===== src/rtl/cvxif_pau_pkg.sv =====
// Shared types and constants for the CV-X-IF posit arithmetic unit controller.
// Holds the custom-0 opcode, funct3 operation codes, the posit NaR pattern and the FSM state enum.
package cvxif_pau_pkg;

  localparam logic [6:0] PAU_OPCODE = 7'b0001011;

  typedef enum logic [2:0] {
    OP_ADD  = 3'd0,
    OP_SUB  = 3'd1,
    OP_MUL  = 3'd2,
    OP_DIV  = 3'd3,
    OP_SQRT = 3'd4
  } pau_op_e;

  // 32-bit posit Not-a-Real: sign bit set, all other bits clear.
  localparam logic [31:0] POSIT_NAR = 32'h8000_0000;

  typedef enum logic [1:0] {
    S_IDLE = 2'd0,
    S_OPER = 2'd1,
    S_EXEC = 2'd2,
    S_RESP = 2'd3
  } state_e;

endpackage


===== src/rtl/cvxif_pau_decode.sv =====
// Combinational decoder for offered custom-0 instructions.
// Produces the accept flag, the funct3 operation and the {rs2,rs1} read mask.
module cvxif_pau_decode
  import cvxif_pau_pkg::*;
#(
  parameter logic [6:0] OPCODE = PAU_OPCODE
) (
  input  logic [31:0] instr,
  output logic        accept,
  output logic [2:0]  op,
  output logic [1:0]  register_read
);

  // Register and rd fields are routed by the CPU, not by this unit.
  logic unused_fields;
  assign unused_fields = ^{instr[24:15], instr[11:7]};

  always_comb begin
    op            = instr[14:12];
    accept        = 1'b0;
    register_read = 2'b00;
    if (instr[6:0] == OPCODE && instr[31:25] == 7'd0) begin
      case (instr[14:12])
        OP_ADD, OP_SUB, OP_MUL, OP_DIV: begin
          accept        = 1'b1;
          register_read = 2'b11;
        end
        OP_SQRT: begin
          accept        = 1'b1;
          register_read = 2'b01;
        end
        default: begin
          accept        = 1'b0;
          register_read = 2'b00;
        end
      endcase
    end
  end

endmodule


===== src/rtl/cvxif_pau_ctrl.sv =====
// Sequencer between the CV-X-IF coprocessor port and a multi-cycle posit arithmetic core.
// One instruction in flight: issue -> operand capture -> execute (with timeout) -> result hold.
module cvxif_pau_ctrl
  import cvxif_pau_pkg::*;
#(
  parameter int         XLEN    = 32,
  parameter int         TIMEOUT = 64,
  parameter logic [6:0] OPCODE  = PAU_OPCODE
) (
  input  logic            clk,
  input  logic            rst,
  input  logic            issue_valid,
  output logic            issue_ready,
  input  logic [31:0]     issue_req_instr,
  output logic            issue_resp_accept,
  output logic            issue_resp_writeback,
  output logic [1:0]      issue_resp_register_read,
  input  logic            register_valid,
  output logic            register_ready,
  input  logic [XLEN-1:0] register_rs0,
  input  logic [XLEN-1:0] register_rs1,
  input  logic [1:0]      register_rs_valid,
  output logic            result_valid,
  input  logic            result_ready,
  output logic [XLEN-1:0] result_data,
  output logic            pau_start,
  output logic [2:0]      pau_op,
  output logic [XLEN-1:0] pau_a,
  output logic [XLEN-1:0] pau_b,
  input  logic            pau_done,
  input  logic [XLEN-1:0] pau_result,
  output state_e          state_dbg
);

  localparam int              CW      = $clog2(TIMEOUT + 1);
  localparam logic [CW-1:0]   CNT_MAX = CW'(TIMEOUT);
  localparam logic [XLEN-1:0] NAR     = {1'b1, {(XLEN-1){1'b0}}};

  state_e        state;
  logic [1:0]    mask_q;
  logic [CW-1:0] cnt;
  logic          dec_accept;
  logic [2:0]    dec_op;
  logic [1:0]    dec_mask;
  logic          issue_hs;
  logic          operands_ok;

  cvxif_pau_decode #(.OPCODE(OPCODE)) u_decode (
    .instr         (issue_req_instr),
    .accept        (dec_accept),
    .op            (dec_op),
    .register_read (dec_mask)
  );

  // All three channels transfer on the cycle where valid && ready are both high;
  // issue response fields are only meaningful in that same cycle and read 0 otherwise.
  assign issue_ready              = (state == S_IDLE) && !rst;
  assign issue_hs                 = issue_valid && issue_ready;
  assign issue_resp_accept        = issue_hs && dec_accept;
  assign issue_resp_writeback     = issue_hs && dec_accept;
  assign issue_resp_register_read = issue_hs ? dec_mask : 2'b00;
  assign operands_ok              = register_valid && ((register_rs_valid & mask_q) == mask_q);
  assign state_dbg                = state;

  always_ff @(posedge clk) begin
    if (rst) begin
      state          <= S_IDLE;
      mask_q         <= 2'b00;
      cnt            <= '0;
      register_ready <= 1'b0;
      result_valid   <= 1'b0;
      result_data    <= '0;
      pau_start      <= 1'b0;
      pau_op         <= 3'd0;
      pau_a          <= '0;
      pau_b          <= '0;
    end else begin
      pau_start <= 1'b0;
      case (state)
        S_IDLE: begin
          if (issue_hs && dec_accept) begin
            pau_op         <= dec_op;
            mask_q         <= dec_mask;
            register_ready <= 1'b1;
            state          <= S_OPER;
          end
        end
        S_OPER: begin
          if (operands_ok) begin
            pau_a          <= register_rs0;
            pau_b          <= mask_q[1] ? register_rs1 : '0;
            register_ready <= 1'b0;
            pau_start      <= 1'b1;
            cnt            <= '0;
            state          <= S_EXEC;
          end
        end
        S_EXEC: begin
          // pau_start is still high in the launch cycle, so a done seen there is ignored.
          if (pau_done && !pau_start) begin
            result_data  <= pau_result;
            result_valid <= 1'b1;
            state        <= S_RESP;
          end else if (cnt == CNT_MAX) begin
            result_data  <= NAR;
            result_valid <= 1'b1;
            state        <= S_RESP;
          end else begin
            cnt <= cnt + 1'b1;
          end
        end
        S_RESP: begin
          if (result_ready) begin
            result_valid <= 1'b0;
            state        <= S_IDLE;
          end
        end
        default: state <= S_IDLE;
      endcase
    end
  end

endmodule


===== config.mk =====
export PLATFORM = sky130hd
export DESIGN_NAME = cvxif_pau_ctrl
export DESIGN_NICKNAME = d
export VERILOG_FILES = /design/src/rtl/cvxif_pau_pkg.sv /design/src/rtl/cvxif_pau_decode.sv /design/src/rtl/cvxif_pau_ctrl.sv
export SDC_FILE = /design/constraint.sdc
export NUM_CORES = 1
export LEC_CHECK = 0
export BUFFER_PORTS_ARGS = -buffer_cell sky130_fd_sc_hd__buf_2
export CAP_MARGIN = 20
export CORE_ASPECT_RATIO = 1.2
export CORE_MARGIN = 1
export CORE_UTILIZATION = 30
export CTS_BUF_LIST = sky130_fd_sc_hd__clkbuf_8 sky130_fd_sc_hd__clkbuf_16
export CTS_CLUSTER_DIAMETER = 60
export DETAILED_ROUTE_END_ITERATION = 6
export GPL_ROUTABILITY_DRIVEN = 0
export PLACE_DENSITY_LB_ADDON = 0.2
export SLEW_MARGIN = 10
export SYNTH_ARGS = -nofsm -noshare
export SYNTH_HDL_FRONTEND = slang
export SYNTH_SLANG_ARGS = --single-unit

===== constraint.sdc =====
create_clock -name clk -period 4.28 [get_ports clk]
set_clock_uncertainty 0.15 [all_clocks]
set_input_delay 0.214 -clock clk [delete_from_list [all_inputs] [get_ports clk]]
set_output_delay 0.214 -clock clk [all_outputs]
set_load 0.02 [all_outputs]

==> reports/results.tsv, run 1 <==
stage	metric	value	unit
status	status	completed	
critical_path	start_kind	flip-flop	
critical_path	worst_setup_path_end_kind	primary output	
synthesis	synthArstFlopShare	0	%
routing	viasPerCell	4.60	
timing	finalSetupTns	0	ns
pwr	p_per_area	425	mW/mm^2
routing	drt_iter0_markers	177	
critical_path	path_max_fanout	5	
timing	hold_slack	0.0923	ns
timing	final_max_slew_viol_count	0	
critical_path	path_class	flip-flop to primary output	
die	die_h	130	um
synthesis	synth_area_leaders	dfxtp_1, a22o_1, nand2_1	
routing	wl	13.0	mm
synthesis	syn_area	0.00413	mm^2
synthesis	synth_top_flop_cell	dfxtp_1	
synthesis	synth_top_cell_by_area	dfxtp_1	
critical_path	critPathArrivalTime	2.37	ns
routing	drt_pass1_iterations	6	
pwr	peakVddDrop	0.000247	V
pwr	finalPower	2980	uW
clock_network	cts_max_level	4	
synthesis	synth_top_area_share	54.8	%
critical_path	crit_chain	inv_1 -> ha_1 -> nor2b_4 -> nand4_2 -> nor3_1 -> buf_2	
critical_path	crit_start	state_dbg[0]	
final_layout	fillerInstances	1185	
synthesis	synth_seq_cells	113	
clock_network	clkTransAtPathRegs	0.05	ns
die	dieWidth	109	um
timing	finalHoldViolCount	0	
timing	fmax	365	MHz
clock_network	clk-insertion-delay-late	0.41	ns
final_layout	layout-drive-gt1-share	36.1	%
die	io_pins	245	
die	dieArea	0.0142	mm^2
clock_network	root_buffer	clkbuf_16	
place	hpwl	8.28	mm
routing	drc	0	
timing	tightest_slew	1.07	ns
clock_network	post_cts_resized	0	
hold_path	hp-class	primary input to flip-flop	
final_layout	multi_input_area	0.00171	mm^2
synthesis	yosys_warnings	0	
final_layout	final_nets	903	
global_route	grt_pass1_wl	19.2	mm
global_route	gr-total-overflow	0	
clock_network	cts_buffers	17	
timing	period_needed	2.74	ns
timing	rsz0062_at_grt	false	
job	maxCapViolCount	0	
critical_path	cp_slowest_cell	nor3_1	
die	rows	46	
critical_path	crit_buf_inv	2	
final_layout	antenna_cells	0	
synthesis	synth_cells	439	
clock_network	ctsLongestPathBuffers	2	
global_route	grt_max_degree	60	
final_layout	area_growth_syn_to_layout	70.1	%
final_layout	seq_area	0.00226	mm^2
synthesis	synth_edf_count	0	
synthesis	synth-seq-area-share	54.8	%
synthesis	syn_area_per_cell	9.40	um^2
die	start_util	31.0	%
synthesis	synth_common_cells	dfxtp_1, nand2_1, nor2_1	
hold_path	hold_start	rst	
routing	ant_nets	0	
clock_network	cts_tree	yes	
routing	route.vias.total	4326	
die	core	0.0133	mm^2
critical_path	cp.required	3.92	ns
critical_path	reg2reg_from	state_dbg[0]	
place	port_buffers	229	
clock_network	clkSinkCount	113	
global_route	antenna_found_initial	0	
synthesis	yosysMostFrequentCell	dfxtp_1	
pwr	p_leak	0.00322	uW
timing	maxSlewHeadroom	28.7	%
critical_path	crit_path_max_incr_delay	0.53	ns
timing	setup_violations	0	
synthesis	synth_cell_types	43	
routing	wire_per_inst	13.8	um
timing	fin_crit_sh	64.0	%
critical_path	crit_family	simple AND/OR/NAND/NOR gates	
synthesis	synth_nets	582	
global_route	grt.total_usage	17.8	%
global_route	grt_pass1_vias	4062	
[stage by stage]
| stage | setup WS [ns] | cell area, um^2 | utilization, % | cells |
|---|---|---|---|---|
| finish | 1.54 | 7020 | 52.8 | 941 |
| global route | 1.32 | 7020 | 52.8 | 941 |
| CTS | 1.43 | 6990 | 52.6 | 939 |
| detailed placement | 1.71 | 5380 | 40.4 | 806 |
| global placement | 1.78 | 5380 | 40.4 | 806 |
| floorplan | 1.80 | 4130 | - | 439 |
[layer usage]
metal | GRT usage [%] | part of all wire [%] | vias to the layer above
li1 | - | - | 2172
met3 | 5.90 | 5.6 | 21
met2 | 29.7 | 50 | 153
met1 | 19.8 | 42 | 1980
met5 | 0 | 0 | -
met4 | 9.94 | 2.3 | 0
[worst register-to-register path, cell delays in order, from the launching register on]
cell and delay, ns:
dfxtp_1 0.38, inv_1 0.11, ha_1 0.33, a21bo_1 0.94
a22oi_1 0.18, nor2_1 0.15
[final timing paths]
check	end	slack, ns	cells past startpoint
worst max-delay path	issue_resp_accept	1.54	6
worst min-delay path	pau_a[26]	0.09	2
worst max register to register	result_data[16]	1.97	5
worst min register to register	result_data[31]	0.30	2
[registers in the layout, indices dropped and copies added (netlist names), 2 cells and up]
signal	flops
cnt	7
mask_q	2
pau_a	32
pau_b	32
pau_op	3
result_data	32
state_dbg	2
[cell type report]
class | instances | area share, %
inverter | 6 | 0.321
sequential | 113 | 32.2
clock inverter | 12 | 2.00
tap | 168 | 2.99
timing repair buffer | 336 | 31.5
clock buffer | 20 | 6.65
multi-input combinational | 286 | 24.3
[report_power, final]
part	switching, uW	internal [uW]	leakage, uW
clock	478	951	0.000300
combinational	245	198	0.00201
sequential	20.5	1090	0.000911
total	743	2240	0.00322
[logic make-up (layout without fill, tap and decap cells)]
| kind of cell | count (synthesis) | count (layout) | synth area share (%) |
|---|---|---|---|
| compound gates | 121 | 121 | 20.9 |
| buf+inv | 40 | 374 | 4.00 |
| simple gates | 155 | 155 | 17.5 |
| mux | 2 | 2 | 0.515 |
| xor+xnor | 1 | 1 | 0.212 |
| flops | 113 | 113 | 54.8 |
| fa+ha+maj | 7 | 7 | 2.12 |
[cell usage in the layout, fill, tap and decap left out, types with 2 or more instances in the layout]
master         count
inv_1              8
nor2_2             2
clkinvlp_4         3
and2_1             3
buf_4              4
buf_2            229
nand2b_1           5
or3_1              5
a21oi_1           40
bufinv_16          3
nor3_1             4
nor2_1            41
ha_1               7
dlygate4sd3_1    101
nand4_1            4
a22o_1            32
a22oi_1           31
clkinv_2           4
o21ai_0            4
nand3_1            4
clkbuf_16         17
nand2_1           73
dfxtp_1          113
clkbuf_8           3
a31oi_1            4
nor2b_1            3
nor4b_2            2
o21a_1             2
[what timing repair did]
action / 4_1_cts / 5_1_grt
endpoints found under the hold margin: 102 / 0
buffers inserted: 0 / 0
hold buffers: 101 / 0
No activity file was read; power rests on OpenSTA's default activity.
==> inputs of run 2 (changes only) <==
--- a/config.mk
+++ b/config.mk
@@ -5,6 +5,7 @@
 export SDC_FILE = /design/constraint.sdc
 export NUM_CORES = 1
 export LEC_CHECK = 0
+export ABC_AREA = 1
 export BUFFER_PORTS_ARGS = -buffer_cell sky130_fd_sc_hd__buf_2
 export CAP_MARGIN = 20
 export CORE_ASPECT_RATIO = 1.2
==> constraint.sdc (replaced) <==
create_clock -name clk -period 2.77 [get_ports clk]
set_clock_uncertainty 0.15 [all_clocks]
set_input_delay 0.1385 -clock clk [delete_from_list [all_inputs] [get_ports clk]]
set_output_delay 0.1385 -clock clk [all_outputs]
set_load 0.02 [all_outputs]
==> run 2 against run 1 <==
  * Die area rose by 9.3%
  * Non-clock buffer count rose by 3
  * Critical path depth rose by 2
  * Critical endpoint is now issue_resp_register_read[1]
  * Largest cell class unchanged
==> reports/results.tsv, run 2 <==
stage	metric	value	unit	change
clock_network	root_buffer	clkbuf_16		
final_layout	area_growth_syn_to_layout	63.1	%	
synthesis	synth_area_leaders	dfxtp_1, nand2_1, nor2_1		
critical_path	path_class	flip-flop to primary output		
global_route	grt_use_met1	21.5	%	+1.7 points
critical_path	crit_path_max_incr_delay	0.34	ns	-0.19 ns
timing	fin_crit_sh	81.1	%	
global_route	grt.total_usage	18.4	%	+0.65 points
critical_path	crit_chain	inv_1 -> ha_1 -> inv_1 -> nor2_1 -> nand3_1 -> or2_2 -> inv_1 -> buf_2		
synthesis	synth_nets	739		+27%
global_route	gr-total-overflow	0		unchanged
timing	rsz0062_at_grt	false		
die	dieArea	0.0156	mm^2	+9.3%
timing	period_needed	2.25	ns	
global_route	grt_pass1_vias	4752		+17%
place	pre_cts_ws	0.807	ns	-0.901 ns
final_layout	layout-drive-gt1-share	30.6	%	-5.5 points
clock_network	clkTransAtPathRegs	0.05	ns	about the same
synthesis	synth_compound_area_share	9.55	%	-11 points
critical_path	path_common_cell	inv_1		
routing	wire_per_inst	12.5	um	-9.5%
synthesis	synth-seq-area-share	50.1	%	-4.7 points
global_route	grt_pass1_wl	22.6	mm	+18%
place	port_buffers	229		unchanged
routing	drc	0		unchanged
global_route	grt_max_degree	73		+22%
clock_network	post-cts-setup-buffer-count	0		unchanged
clock_network	cts_max_level	4		unchanged
timing	maxSlewHeadroom	51.1	%	+22 points
hold_path	hp-class	primary input to flip-flop		
synthesis	synth_seq_cells	113		unchanged
synthesis	synth_top_family_by_area	simple AND/OR/NAND/NOR gates		
routing	drt_iter0_markers	163		-7.9%
pwr	peakVddDrop	0.000392	V	+59%
die	start_util	31.1	%	+0.040 points
timing	setup_violations	0		unchanged
synthesis	yosysMostFrequentCell	nand2_1		
timing	fin_ws	0.523	ns	-1.02 ns
timing	finalSetupTns	0	ns	unchanged
die	core	0.0145	mm^2	+9.3%
critical_path	path_max_fanout	4		-1
place	hpwl	9.01	mm	+8.8%
die	io_pins	245		unchanged
synthesis	synth_cell_types	28		-35%
critical_path	crit_buf_inv	4		+2
clock_network	clk-insertion-delay-late	0.40	ns	about the same
global_route	grt_use_met3	5.48	%	-0.42 points
synthesis	synth_top_cell_by_area	dfxtp_1		
synthesis	synth_common_cells	nand2_1, dfxtp_1, nor2_1		
synthesis	synth_edf_count	0		unchanged
synthesis	synthAdderAreaFrac	1.94	%	-0.18 points
clock_network	clkSinkCount	113		unchanged
critical_path	crit_family	simple AND/OR/NAND/NOR gates		
synthesis	syn_area	0.00452	mm^2	+9.5%
pwr	p_per_area	754	mW/mm^2	+77%
final_layout	mostFrequentLayoutCells	buf_2, nand2_1, dfxtp_1, nor2_1, dlygate4sd3_1		
synthesis	synth_xor_xnor_area_share	0.775	%	+0.56 points
status	status	completed		
critical_path	cp_slowest_cell	dfxtp_1		
synthesis	synth_top_area_share	50.1	%	-4.7 points
timing	final_max_slew_viol_count	0		unchanged
die	dieWidth	114	um	+4.5%
synthesis	synthArstFlopShare	0	%	unchanged
global_route	use_met2	31.1	%	+1.4 points
die	rows	48		+4.3%
clock_network	cts_buffers	17		unchanged
job	maxCapViolCount	0		unchanged
synthesis	synth_top_flop_cell	dfxtp_1		
pwr	finalPower	5550	uW	+86%
critical_path	worst_setup_path_end_kind	primary output		
clock_network	ctsLongestPathBuffers	2		unchanged
synthesis	muxShareOfSynthArea	0	%	-0.52 points
timing	tightest_slew	0.733	ns	-0.336 ns
routing	ant_nets	0		unchanged
routing	drt_pass1_iterations	6		unchanged
final_layout	final_common_cell	buf_2		
global_route	grt_busiest_layer	met2		
synthesis	yosys_warnings	0		unchanged
timing	fmax	445	MHz	
critical_path	start_kind	flip-flop		
timing	finalHoldViolCount	0		unchanged
place	placed_area	0.00578	mm^2	+7.6%
final_layout	final_nets	1060		+17%
pwr	p_leak	0.00357	uW	+11%
routing	route.vias.total	4997		+16%
synthesis	synth_cells	596		+36%
final_layout	reg_top3	pau_a (32), pau_b (32), result_data (32)		
die	die_h	136	um	+4.5%
routing	wl	14.1	mm	+8.6%
global_route	antenna_found_initial	0		unchanged
synthesis	syn_area_per_cell	7.58	um^2	-19%
critical_path	cp.required	2.48	ns	-1.44 ns
critical_path	critPathArrivalTime	1.96	ns	-0.41 ns
synthesis	yosys.area_share.simple	30.2	%	+13 points
clock_network	cts_tree	yes		
final_layout	fin_area	0.00737	mm^2	+5.0%
final_layout	antenna_cells	0		unchanged
routing	viasPerCell	4.43		-3.7%
[run 2: changes by cell type in the layout (fill, tap and decap cells not counted), sizes merged, moves of 24 or more]
| cell | previous run | this run |
|---|---|---|
| a22o | 32 | 0 |
| nand2 | 73 | 134 |
| o21ai | 4 | 39 |
| nand3 | 5 | 72 |
| nor2 | 43 | 105 |
| a22oi | 31 | 0 |
| inv | 8 | 32 |
[run 2: layout make-up]
cell class | instances | area [um^2]
fillers | 1478 | 7160
flip-flops and latches | 113 | 2260
repair buffers | 339 | 2230
multi-input cells | 416 | 1920
clock buffers | 18 | 439
well taps | 200 | 250
clock inverters | 13 | 146
inverters | 30 | 118
[run 2: what timing repair did]
| item | 4_1_cts | 5_1_grt |
|---|---|---|
| endpoints found under the hold margin | 100 | 0 |
| gates resized for setup | 0 | 0 |
| hold buffers | 100 | 0 |
[run 2: logic make-up (layout without fill, tap and decap cells)]
kind of cell / count (synthesis) / after routing
xor+xnor: 4 / 4
flops: 113 / 113
buf+inv: 67 / 400
simple gates: 320 / 320
fa+ha+maj: 7 / 7
compound gates: 85 / 85
[run 2: tightest hold or removal path: cells and delay by family]
family,cells,cell delay [ns]
buf+inv,1,0.11
simple gates,2,0.20
compound gates,1,0.07
[run 2: metal layers]
metal / vias up / wire length, um
li1: 2554 / -
met1: 2274 / 5970
met2: 143 / 7040
met3: 26 / 765
met4: 0 / 365
met5: - / 0
[run 2: final timing paths]
path	depth (start not counted)	endpoint	slack [ns]	start
max	8	issue_resp_register_read[1]	0.52	state_dbg[0]
min	4	mask_q[1]	0.02	issue_valid
max reg2reg	10	result_data[26]	0.82	cnt[0]
min reg2reg	2	pau_op[2]	0.30	pau_op[2]
[run 2: where the power goes]
group | internal [uW] | total, uW | switching, uW | leakage (uW)
combinational | 559 | 1500 | 944 | 0.00236
sequential | 1810 | 1900 | 93.7 | 0.000915
clock | 1420 | 2150 | 734 | 0.000294
[run 2: metrics by stage]
| step | instances | utilization (%) | hold slack [ns] |
|---|---|---|---|
| floorplan | 596 | - | 0.123 |
| detailed placement | 998 | 39.8 | 0.212 |
| finish | 1129 | 50.7 | 0.0209 |
| global placement | 998 | 39.8 | 0.209 |
| global route | 1129 | 50.7 | 0.0266 |
| CTS | 1129 | 50.7 | 0.000666 |
==> inputs of run 3 (changes only) <==
==> constraint.sdc (replaced) <==
create_clock -name clk -period 2.35 [get_ports clk]
set_clock_uncertainty 0.15 [all_clocks]
set_input_delay 0.1175 -clock clk [delete_from_list [all_inputs] [get_ports clk]]
set_output_delay 0.1175 -clock clk [all_outputs]
set_load 0.02 [all_outputs]
==> run 3 against run 2 <==
  * Register-to-register slack lost 0.64 ns
  * Core utilization grew 0.43 points
  * Worst hold slack gained 0.038 ns
  * Cell area grew 0.85%
  * Via count shrank 0.58%
  * Sequential share of layout area shrank 0.26 points
  * Worst setup slack lost 0.34 ns
  * Cell count grew 0.44%
  * Critical path type is now flip-flop to flip-flop
==> reports/results.tsv, run 3 (same netlist as run 2, synthesis figures left out) <==
stage	metric	value	unit	change
clock_network	clkSinkCount	113		unchanged
critical_path	cp.required	2.53	ns	+0.05 ns
final_layout	antenna_cells	0		unchanged
timing	fin_crit_sh	92.2	%	
die	core	0.0145	mm^2	unchanged
timing	tightest_slew	0.536	ns	-0.197 ns
global_route	grt_max_degree	55		-25%
timing	setup_violations	0		unchanged
routing	wire_per_inst	12.5	um	about the same
global_route	grt_pass1_vias	4774		+0.46%
place	hpwl	9.21	mm	+2.2%
final_layout	layout-drive-gt1-share	30.9	%	+0.37 points
pwr	p_per_area	893	mW/mm^2	+18%
critical_path	crit_chain	inv_1 -> ha_4 -> inv_1 -> nor2_2 -> nand3_1 -> or2_2 -> dlygate4sd3_1 -> a21oi_1		
timing	period_needed	2.17	ns	
critical_path	start_kind	flip-flop		
critical_path	path_common_cell	inv_1		
place	port_buffers	229		unchanged
critical_path	path_max_fanout	4		unchanged
routing	ant_nets	0		unchanged
final_layout	final_common_cell	buf_2		
timing	finalSetupTns	0	ns	unchanged
clock_network	clkTransAtPathRegs	0.05	ns	about the same
status	status	completed		
critical_path	cp_slowest_cell	dlygate4sd3_1		
timing	finalHoldViolCount	0		unchanged
timing	rsz0062_at_grt	false		
clock_network	cts_max_level	4		unchanged
clock_network	ctsLongestPathBuffers	2		unchanged
job	maxCapViolCount	0		unchanged
routing	route.vias.total	4968		-0.58%
routing	drc	0		unchanged
global_route	antenna_found_initial	0		unchanged
timing	maxSlewHeadroom	64.3	%	+13 points
critical_path	critPathArrivalTime	2.35	ns	+0.39 ns
final_layout	fin_area	0.00743	mm^2	+0.85%
clock_network	root_buffer	clkbuf_16		
pwr	peakVddDrop	0.000403	V	+2.8%
die	io_pins	245		unchanged
global_route	grt.total_usage	18.7	%	+0.27 points
routing	drt_pass1_iterations	5		-1
routing	wl	14.2	mm	+0.53%
hold_path	hp-class	primary input to flip-flop		
place	placed_area	0.00579	mm^2	+0.13%
final_layout	area_growth_syn_to_layout	64.5	%	
critical_path	crit_path_max_incr_delay	0.56	ns	+0.22 ns
routing	viasPerCell	4.38		-1.0%
clock_network	cts_tree	yes		
global_route	grt_pass1_wl	22.6	mm	about the same
final_layout	mostFrequentLayoutCells	buf_2, nand2_1, dfxtp_1, dlygate4sd3_1, nor2_1		
timing	fmax	461	MHz	
timing	fin_ws	0.183	ns	-0.340 ns
clock_network	clk-insertion-delay-late	0.40	ns	about the same
routing	drt_iter0_markers	152		-6.7%
global_route	gr-total-overflow	0		unchanged
clock_network	cts_buffers	17		unchanged
die	start_util	31.1	%	unchanged
critical_path	crit_buf_inv	3		-1
die	dieWidth	114	um	unchanged
place	pre_cts_ws	0.218	ns	-0.589 ns
critical_path	path_class	flip-flop to flip-flop		
pwr	p_leak	0.00360	uW	+0.78%
clock_network	post-cts-setup-buffer-count	0		unchanged
final_layout	final_nets	1064		+0.38%
critical_path	crit_family	buffers and inverters		
die	die_h	136	um	unchanged
critical_path	worst_setup_path_end_kind	flip-flop		
timing	final_max_slew_viol_count	0		unchanged
final_layout	reg_top3	pau_a (32), pau_b (32), result_data (32)		
die	dieArea	0.0156	mm^2	unchanged
die	rows	48		unchanged
pwr	finalPower	6640	uW	+19%
## run 3: layout make-up
type	instances	area (um^2)
clock inverter	13	143
fill	1470	7100
inverter	30	118
sequential	113	2260
tap	200	250
clock buffer	19	453
timing repair buffer	343	2270
multi-input combinational	416	1930
## run 3: metrics by stage
stage	utilization [%]	cells	hold slack (ns)
after floorplan	-	596	0.102
after global routing	51.1	1134	0.122
final	51.1	1134	0.0588
after global placement	39.8	999	0.185
after CTS	51.0	1134	0.0458
after detailed placement	39.8	999	0.194
## run 3: report_power, final
group	switching, uW	internal, uW
Combinational	1130	680
Clock	889	1700
Sequential	109	2130
## run 3: worst paths after layout
| check | from | endpoint | slack, ns | depth (start not counted) |
|---|---|---|---|---|
| setup reg to reg | state_dbg[0] | mask_q[1] | 0.18 | 8 |
| hold reg to reg | pau_op[2] | pau_op[2] | 0.29 | 2 |
| hold / removal | issue_req_instr[14] | pau_op[2] | 0.06 | 6 |
| setup / recovery | state_dbg[0] | mask_q[1] | 0.18 | 8 |
## run 3: worst register-to-register path, cell delays in order, from the launching register on
cell and delay (ns):
dfxtp_1 0.34, inv_1 0.16, ha_4 0.18, inv_1 0.06
nor2_2 0.12, nand3_1 0.08, or2_2 0.33, dlygate4sd3_1 0.56
a21oi_1 0.12
## run 3: what timing repair did
| item | in CTS | in global routing |
|---|---|---|
| endpoints found under the setup margin | 0 | 5 |
| hold buffers | 103 | 0 |
| endpoints found under the hold margin | 101 | 0 |
| gates resized for setup | 0 | 3 |
## run 3: layer usage
metal  track usage (%)  vias up  part of all wire (%)
met4              9.81        0                   3.3
met1              20.9     2237                    42
met3              5.31       30                   4.4
met2              32.2      138                    50
li1                  -     2563                     -
met5                 0        -                     0
